[src/rtl/rs_alu_dispatch_pkg.sv]
// Shared ALU opcode encoding and default ROB/RS widths for the decoder, ALU and reservation station.
package rs_alu_dispatch_pkg;

  localparam int unsigned ROB_WIDTH_DEF = 4;
  localparam int unsigned RS_WIDTH_DEF  = 3;
  localparam int unsigned XLEN          = 32;
  localparam int unsigned OP_W          = 4;

  typedef enum logic [OP_W-1:0] {
    OP_NOP   = 4'd0,
    OP_LUI   = 4'd1,
    OP_AUIPC = 4'd2,
    OP_JAL   = 4'd3,
    OP_ADD   = 4'd4,
    OP_SUB   = 4'd5,
    OP_AND   = 4'd6,
    OP_OR    = 4'd7,
    OP_XOR   = 4'd8,
    OP_SLL   = 4'd9,
    OP_SRL   = 4'd10,
    OP_SRA   = 4'd11,
    OP_SLT   = 4'd12,
    OP_SLTU  = 4'd13,
    OP_BR    = 4'd14,
    OP_JALR  = 4'd15
  } alu_op_e;

endpackage

[src/rtl/rs_priority_select.sv]
// Lowest-index set-bit finder; reports whether any request is set and the index of the first one.
module rs_priority_select #(
  parameter int unsigned N  = 8,
  parameter int unsigned IW = 3
) (
  input  logic [N-1:0]  req,
  output logic          found_c,
  output logic [IW-1:0] idx_c
);

  // Scan from the top so the lowest set index is the last one written.
  always_comb begin
    found_c = 1'b0;
    idx_c   = '0;
    for (int i = N - 1; i >= 0; i--) begin
      if (req[i]) begin
        found_c = 1'b1;
        idx_c   = IW'(i);
      end
    end
  end

endmodule

[src/rtl/rs_alu_dispatch.sv]
// ALU reservation station: buffers issued ops, snoops ALU/LSB result buses, dispatches one ready op per cycle.
// Optional RS_ISSUE_BYPASS_EN lets a fully ready issuing op go straight to the ALU when nothing stored is ready.
module rs_alu_dispatch
  import rs_alu_dispatch_pkg::*;
#(
  parameter int unsigned ROB_WIDTH = ROB_WIDTH_DEF,
  parameter int unsigned RS_WIDTH  = RS_WIDTH_DEF
) (
  input  logic                 clk_in,
  input  logic                 rst_in,
  input  logic                 rdy_in,
  input  logic                 clear_signal,
  input  logic                 issue_signal,
  input  logic [OP_W-1:0]      issue_opcode,
  input  logic [XLEN-1:0]      issue_vj,
  input  logic [ROB_WIDTH-1:0] issue_qj,
  input  logic                 issue_rj,
  input  logic [XLEN-1:0]      issue_vk,
  input  logic [ROB_WIDTH-1:0] issue_qk,
  input  logic                 issue_rk,
  input  logic [ROB_WIDTH-1:0] issue_tag,
  output logic                 rs_full,
  input  logic                 alu_done,
  input  logic [XLEN-1:0]      alu_value,
  input  logic [ROB_WIDTH-1:0] alu_tag,
  input  logic                 lsb_done,
  input  logic [XLEN-1:0]      lsb_value,
  input  logic [ROB_WIDTH-1:0] lsb_tag,
  output logic                 cal_signal,
  output logic [OP_W-1:0]      opcode,
  output logic [XLEN-1:0]      lhs,
  output logic [XLEN-1:0]      rhs,
  output logic [ROB_WIDTH-1:0] tag
);

  localparam int unsigned RS_SIZE = 1 << RS_WIDTH;

  typedef struct packed {
    logic                 busy;
    alu_op_e              op;
    logic [XLEN-1:0]      vj;
    logic [ROB_WIDTH-1:0] qj;
    logic                 rj;
    logic [XLEN-1:0]      vk;
    logic [ROB_WIDTH-1:0] qk;
    logic                 rk;
    logic [ROB_WIDTH-1:0] dest;
  } entry_t;

  entry_t ent_q [RS_SIZE];
  entry_t ent_d [RS_SIZE];

  logic [RS_SIZE-1:0]  free_vec;
  logic [RS_SIZE-1:0]  ready_vec;
  logic                free_found;
  logic                sel_found;
  logic [RS_WIDTH-1:0] free_idx;
  logic [RS_WIDTH-1:0] sel_idx;
  logic                in_rj;
  logic                in_rk;
  logic [XLEN-1:0]     in_vj;
  logic [XLEN-1:0]     in_vk;
  logic                bypass;
  logic                do_alloc;

  function automatic logic alu_hit(input logic [ROB_WIDTH-1:0] q);
    return alu_done && (alu_tag == q);
  endfunction

  function automatic logic lsb_hit(input logic [ROB_WIDTH-1:0] q);
    return lsb_done && (lsb_tag == q);
  endfunction

  always_comb begin
    for (int i = 0; i < RS_SIZE; i++) begin
      free_vec[i]  = ~ent_q[i].busy;
      ready_vec[i] = ent_q[i].busy & ent_q[i].rj & ent_q[i].rk;
    end
  end

  rs_priority_select #(.N(RS_SIZE), .IW(RS_WIDTH)) u_free_sel (
    .req     (free_vec),
    .found_c (free_found),
    .idx_c   (free_idx)
  );

  rs_priority_select #(.N(RS_SIZE), .IW(RS_WIDTH)) u_ready_sel (
    .req     (ready_vec),
    .found_c (sel_found),
    .idx_c   (sel_idx)
  );

  assign rs_full = ~free_found;

  // Same-cycle broadcast forwarding for the incoming operands.
  always_comb begin
    in_rj = issue_rj;
    in_vj = issue_vj;
    in_rk = issue_rk;
    in_vk = issue_vk;
    if (!issue_rj && alu_hit(issue_qj)) begin
      in_rj = 1'b1;
      in_vj = alu_value;
    end else if (!issue_rj && lsb_hit(issue_qj)) begin
      in_rj = 1'b1;
      in_vj = lsb_value;
    end
    if (!issue_rk && alu_hit(issue_qk)) begin
      in_rk = 1'b1;
      in_vk = alu_value;
    end else if (!issue_rk && lsb_hit(issue_qk)) begin
      in_rk = 1'b1;
      in_vk = lsb_value;
    end
  end

`ifdef RS_ISSUE_BYPASS_EN
  assign bypass = issue_signal & free_found & in_rj & in_rk & ~sel_found;
`else
  assign bypass = 1'b0;
`endif

  assign do_alloc = issue_signal & free_found & ~bypass;

  // Next entry state: snoop, retire the dispatched entry, allocate the issue.
  always_comb begin
    for (int i = 0; i < RS_SIZE; i++) begin
      ent_d[i] = ent_q[i];
      if (ent_q[i].busy && !ent_q[i].rj) begin
        if (alu_hit(ent_q[i].qj)) begin
          ent_d[i].rj = 1'b1;
          ent_d[i].vj = alu_value;
        end else if (lsb_hit(ent_q[i].qj)) begin
          ent_d[i].rj = 1'b1;
          ent_d[i].vj = lsb_value;
        end
      end
      if (ent_q[i].busy && !ent_q[i].rk) begin
        if (alu_hit(ent_q[i].qk)) begin
          ent_d[i].rk = 1'b1;
          ent_d[i].vk = alu_value;
        end else if (lsb_hit(ent_q[i].qk)) begin
          ent_d[i].rk = 1'b1;
          ent_d[i].vk = lsb_value;
        end
      end
    end
    if (sel_found) begin
      ent_d[sel_idx].busy = 1'b0;
    end
    if (do_alloc) begin
      ent_d[free_idx].busy = 1'b1;
      ent_d[free_idx].op   = alu_op_e'(issue_opcode);
      ent_d[free_idx].vj   = in_vj;
      ent_d[free_idx].qj   = issue_qj;
      ent_d[free_idx].rj   = in_rj;
      ent_d[free_idx].vk   = in_vk;
      ent_d[free_idx].qk   = issue_qk;
      ent_d[free_idx].rk   = in_rk;
      ent_d[free_idx].dest = issue_tag;
    end
  end

  always_ff @(posedge clk_in) begin
    if (rst_in) begin
      for (int i = 0; i < RS_SIZE; i++) ent_q[i].busy <= 1'b0;
      cal_signal <= 1'b0;
      opcode     <= '0;
      lhs        <= '0;
      rhs        <= '0;
      tag        <= '0;
    end else if (rdy_in) begin
      if (clear_signal) begin
        for (int i = 0; i < RS_SIZE; i++) ent_q[i].busy <= 1'b0;
        cal_signal <= 1'b0;
      end else begin
        ent_q <= ent_d;
        if (sel_found) begin
          cal_signal <= 1'b1;
          opcode     <= ent_q[sel_idx].op;
          lhs        <= ent_q[sel_idx].vj;
          rhs        <= ent_q[sel_idx].vk;
          tag        <= ent_q[sel_idx].dest;
        end else if (bypass) begin
          cal_signal <= 1'b1;
          opcode     <= issue_opcode;
          lhs        <= in_vj;
          rhs        <= in_vk;
          tag        <= issue_tag;
        end else begin
          cal_signal <= 1'b0;
        end
      end
    end
  end

endmodule

[config.mk]
export PLATFORM = sky130hd
export DESIGN_NAME = rs_alu_dispatch
export DESIGN_NICKNAME = d
export VERILOG_FILES = /design/src/rtl/rs_alu_dispatch_pkg.sv /design/src/rtl/rs_priority_select.sv /design/src/rtl/rs_alu_dispatch.sv
export SDC_FILE = /design/constraint.sdc
export NUM_CORES = 2
export LEC_CHECK = 0
export BUFFER_PORTS_ARGS = -buffer_cell sky130_fd_sc_hd__buf_2
export CAP_MARGIN = 5
export CORE_ASPECT_RATIO = 0.9
export CORE_MARGIN = 8
export CORE_UTILIZATION = 40
export CTS_BUF_LIST = sky130_fd_sc_hd__clkbuf_4
export CTS_CLUSTER_DIAMETER = 100
export DETAILED_ROUTE_END_ITERATION = 8
export PLACE_DENSITY_LB_ADDON = 0.15
export SYNTH_ARGS = -nofsm -noshare
export SYNTH_HDL_FRONTEND = slang
export SYNTH_SLANG_ARGS = --single-unit
[constraint.sdc]
create_clock -name clk_in -period 14.6 [get_ports clk_in]
set_input_delay 2.92 -clock clk_in [delete_from_list [all_inputs] [get_ports clk_in]]
set_output_delay 2.92 -clock clk_in [all_outputs]
set_load 0.02 [all_outputs]
==> results <==
- The largest individual stage delay along the critical path comes from the cell sky130_fd_sc_hd__and2_1.
- The die is 350 µm tall.
- The sink count of the clock tree is 737.
- The total routing resource utilization after global routing is 0.345.
- The average via count per standard cell is 6.83.
- The die span in x is between 300 and 400 µm.
- In the final layout, flip-flops and latches occupy 0.0213 mm².
- Clock-pin slew was measured on the worst setup and hold paths at 0.06 ns.
- Averaged over all synthesized cells, the footprint is roughly 10 µm².
- The die outline area is 0.136 mm².
- The total negative slack for setup checks is 0 ns.
- Setup violations remaining at the end of the flow were counted as 0.
- The worst pin sits at a relative slew slack of 0.155.
- The power after layout is 5.09 mW.
- In this run the core area contains approximately 120 standard-cell rows.
- The placed instances occupy a cell area of 0.0518 mm².
- The hold-critical path endpoint is rhs[30].
- Synthesis instantiated 75 different standard cells from the library.
- The beginning of the worst hold path is rhs[30].
- The critical path is of the in -> reg type.
- The routed design has 247000 µm of wire.
- The total leakage power is 18.3 nW.
- The number of max-slew violations in the final report is 0.
- The async set-reset flop share out of synthesis is 0.
- The gate count after technology mapping is 4837.
- At the end of routability-driven placement, the weighted congestion stood at 0.932.
- The number of buffers and inverters on the critical path is 4.
- The maximum ir drop on the vdd rail is 78.8 µV.
- Grouping stages by cell kind, the critical path spends the most delay in buffers and inverters.
- The register bit total from synthesis is 737.
- The area added between synthesis and finish is 10.4%.
- The final-stage net count is approximately 5000.
- The count of cells in the finished layout, fillers not included, comes to between 6000 and 7000.
- For the pin with the worst max-slew slack, the measured transition is ~1.3 ns.
- The buffers inserted during post-CTS setup optimization is 0.
- The power density over the cells is 92.9 mW/mm².
- Leaving out fill and tap cells, the most frequent cell in the layout is sky130_fd_sc_hd__mux2i_1.
- The maximum level of the CTS H-tree is 4.
- The critical path launch point type is an input port.
- The number of top-level design ports is 235.
- The flow ran to the end, and the final reports show no timing, DRC or antenna violations.
- After the first detailed-routing iteration, the DRC count stood at 6981.
- The core region is 0.123 mm².
- Entering global routing, the biggest net connects about 160 pins.
- The startpoint of the lowest-slack register-to-register path is ent_q[497].
- The number of DRC violations after detailed routing is 0.
- The library cell used as clock root buffer is sky130_fd_sc_hd__clkbuf_4.
- The detailed router put a total of 93700 µm of wire on met1.
- The commonest register cell after synthesis is sky130_fd_sc_hd__edfxtp_1.
- In the detailed route, the total length drawn on met3 is 35400 µm.
- Based on the critical path, the design can be clocked at up to 158 MHz.
- In the final routed layout, each cell accounts on average for around 37 µm.
- Summed over all nets, wire length on met2 after detailed routing comes to 102000 µm.
- The end of the worst register-to-register path is ent_q[167].
- The number of detailed-routing iterations run before antenna repair is 7.
- The fraction of layout instances using a drive strength above 1 is 0.236.
- The post-placement cell count is 6273.
- For the worst flop-to-flop path, the logic depth is 7.
- The count of maximum capacitance violations is 0.
- Summing all multi-input logic gate instances after layout gives 0.0261 mm².
- The smallest clock period supported by the final layout is computed as 6.33 ns.
- The post-synth design cell area is 0.0496 mm².
- Counting flops with a built-in enable in the synthesized netlist gives 656.
- The finished cells cover 0.0547 mm².
- On the worst path, the slowest cell contributes a delay of approximately 0.8 ns.
- In this run the deepest clock path goes through 3 buffers.
- The setup skew after layout is 0.133 ns.
- STA puts the critical path data arrival time at 7.19 ns.
- The required time at the endpoint of the critical path is roughly 15 ns.
- The number of buffers inserted by port buffering is 234.
- The share of the yosys chip area belonging to registers is 0.430.
- Hold timing on the final database bottoms out at a slack of 0.471 ns.
- Setup repair after global routing left no endpoint under its margin.
- The final cycle utilization of the critical path is 0.433.
- Counting the fill cells in the layout gives 12000.
- The path class of the lowest-slack min-delay path is reg -> reg.
- Leaving out fill and tap cells, the most frequent cells in the layout are sky130_fd_sc_hd__mux2i_1, sky130_fd_sc_hd__edfxtp_1, sky130_fd_sc_hd__o21ai_0.
- The number of hold-slack violations in the final timing report is 0.
- The CTS tree is yes.
- For this configuration, the core starts out at a cell density of 0.403.
- The count of yosys warnings during synthesis is 0.
- Along the worst hold path, the cell count comes to 1.
- The first global-routing pass estimated roughly 340000 µm of wire.
- The insertion delay of the later-clocked pin in the worst-skew pair is 1.24 ns.
- The uppermost layer routed is met5.
- Detailed routing inserted a total of roughly 46000 vias.
- The number of antenna violations at the first check in global routing is 24.
- The number of nets with antenna violations after detailed routing is 0.
- The largest fanout of any net on the critical path is 30.
- The via count of the first global-routing pass was 43200.
- The net count after synthesis is 4998.
- Global routing finished with a remaining overflow of 0.
- Once detailed placement completed, the half-perimeter wirelength came to between 100000 and 150000 µm.
- Once the clock tree was built, the resizer swapped 0 gates to a different size.
- The most repeated library cell on the critical path is sky130_fd_sc_hd__buf_4.
- The total CTS buffers is roughly 210.
- Setup slack on the worst reg-to-reg path comes out at 10.03 ns.
- Hold repair after CTS inserted 0 buffers.
- STA classifies the critical path endpoint as a flip-flop.
- The critical path goes through buf_2, xor2_1, nor3_2, buf_4, and2_1, buf_4, o21a_2, buf_4, mux2i_1, o21ai_0.
==> worst max-delay path by stage <==
| stage | slack, ns | depth (start not counted) | from | endpoint |
|---|---|---|---|---|
| 4_1_cts | 8.40 | 3 | ent_q[497] | rs_full |
| 3_3_place_gp | 7.50 | 10 | alu_tag[2] | ent_q[35] |
| 2_1_floorplan | 0.01 | 4 | rdy_in | ent_q[100] |
| 3_5_place_dp | 7.40 | 10 | alu_tag[2] | ent_q[30] |
| 5_1_grt | 8.41 | 3 | ent_q[497] | rs_full |
| 6_report | 8.27 | 10 | alu_tag[2] | ent_q[15] |
==> sequential cells by signal, indices dropped and copies added (netlist names) <==
register and flops:
ent_q 664, lhs 32, rhs 32, opcode 4, tag 4, cal_signal 1
==> metal layers <==
metal	up-vias	GRT usage
met3	943	0.121
met1	22300	0.447
met2	3880	0.505
met4	8	0.187
met5	-	0
li1	18500	-
==> kinds of logic (layout without fill, tap and decap cells) <==
kind of cell              count (synthesis)  after routing  share of synthesized area
AOI/OAI and AO/OA                      1128           1128                      0.151
DFF                                     737            737                      0.430
muxes                                  1048           1048                      0.224
and+or+nand+nor                        1189           1189                      0.119
buffers and inverters                   594            815                     0.0514
other                                     0             11                          0
xor gates and xnor gates                141            141                     0.0249
==> power by group <==
| part | switching [mW] | total [mW] | leakage, nW | internal, mW |
|---|---|---|---|---|
| registers | 0.0228 | 2.35 | 6.64 | 2.33 |
| logic | 0.387 | 0.541 | 9.93 | 0.154 |
| clock network | 1.04 | 2.19 | 1.76 | 1.15 |
| total | 1.45 | 5.09 | 18.3 | 3.64 |
==> per-stage QoR <==
| stage | setup slack [ns] | utilization |
|---|---|---|
| after floorplan | 0.0135 | - |
| after global placement | 7.50 | 0.421 |
| after detailed placement | 7.40 | 0.421 |
| after CTS | 8.40 | 0.445 |
| after global routing | 8.41 | 0.445 |
| final | 8.27 | 0.445 |
==> cells in the mapped netlist, types with 8 or more instances <==
| cell type | number | area share |
|---|---|---|
| sky130_fd_sc_hd__a32o_1 | 50 | 0.010 |
| sky130_fd_sc_hd__o21a_1 | 15 | 0.0023 |
| sky130_fd_sc_hd__nor2b_1 | 12 | 0.0015 |
| sky130_fd_sc_hd__buf_4 | 29 | 0.0044 |
| sky130_fd_sc_hd__a22oi_1 | 148 | 0.022 |
| sky130_fd_sc_hd__nand3_1 | 409 | 0.041 |
| sky130_fd_sc_hd__or3_1 | 8 | 0.0010 |
| sky130_fd_sc_hd__buf_1 | 38 | 0.0029 |
| sky130_fd_sc_hd__a31oi_2 | 16 | 0.0040 |
| sky130_fd_sc_hd__a221oi_1 | 72 | 0.013 |
| sky130_fd_sc_hd__xnor2_1 | 41 | 0.0072 |
| sky130_fd_sc_hd__mux2_2 | 332 | 0.075 |
| sky130_fd_sc_hd__a21oi_1 | 85 | 0.0086 |
| sky130_fd_sc_hd__o21bai_1 | 21 | 0.0032 |
| sky130_fd_sc_hd__o22ai_1 | 36 | 0.0045 |
| sky130_fd_sc_hd__edfxtp_1 | 656 | 0.40 |
| sky130_fd_sc_hd__clkbuf_1 | 346 | 0.026 |
| sky130_fd_sc_hd__and2_1 | 120 | 0.015 |
| sky130_fd_sc_hd__nand4_1 | 31 | 0.0039 |
| sky130_fd_sc_hd__o31ai_1 | 51 | 0.0077 |
| sky130_fd_sc_hd__buf_2 | 110 | 0.011 |
| sky130_fd_sc_hd__nor2_1 | 88 | 0.0067 |
| sky130_fd_sc_hd__xor2_1 | 100 | 0.018 |
| sky130_fd_sc_hd__nor4_1 | 24 | 0.0030 |
| sky130_fd_sc_hd__o211ai_1 | 9 | 0.0014 |
| sky130_fd_sc_hd__a21o_1 | 94 | 0.014 |
| sky130_fd_sc_hd__o21ai_0 | 427 | 0.043 |
| sky130_fd_sc_hd__inv_1 | 56 | 0.0042 |
| sky130_fd_sc_hd__mux2i_2 | 21 | 0.0058 |
| sky130_fd_sc_hd__mux2_4 | 10 | 0.0030 |
| sky130_fd_sc_hd__and3_1 | 60 | 0.0076 |
| sky130_fd_sc_hd__nand2b_1 | 9 | 0.0011 |
| sky130_fd_sc_hd__a31oi_1 | 47 | 0.0059 |
| sky130_fd_sc_hd__dfxtp_1 | 81 | 0.033 |
| sky130_fd_sc_hd__a2bb2oi_1 | 13 | 0.0023 |
| sky130_fd_sc_hd__nand2_1 | 308 | 0.023 |
| sky130_fd_sc_hd__nor3_1 | 99 | 0.010 |
| sky130_fd_sc_hd__mux2i_1 | 679 | 0.14 |
==> area by class of cell <==
cell class | count | share of cell area
Tap cell | 1612 | 0.0368
Clock inverter | 52 | 0.00642
Sequential cell | 737 | 0.390
Timing Repair Buffer | 358 | 0.0389
Antenna cell | 11 | 0.000503
Inverter | 60 | 0.00425
Clock buffer | 345 | 0.0473
Multi-Input combinational cell | 3506 | 0.476
(Power assumes the default switching activity.)
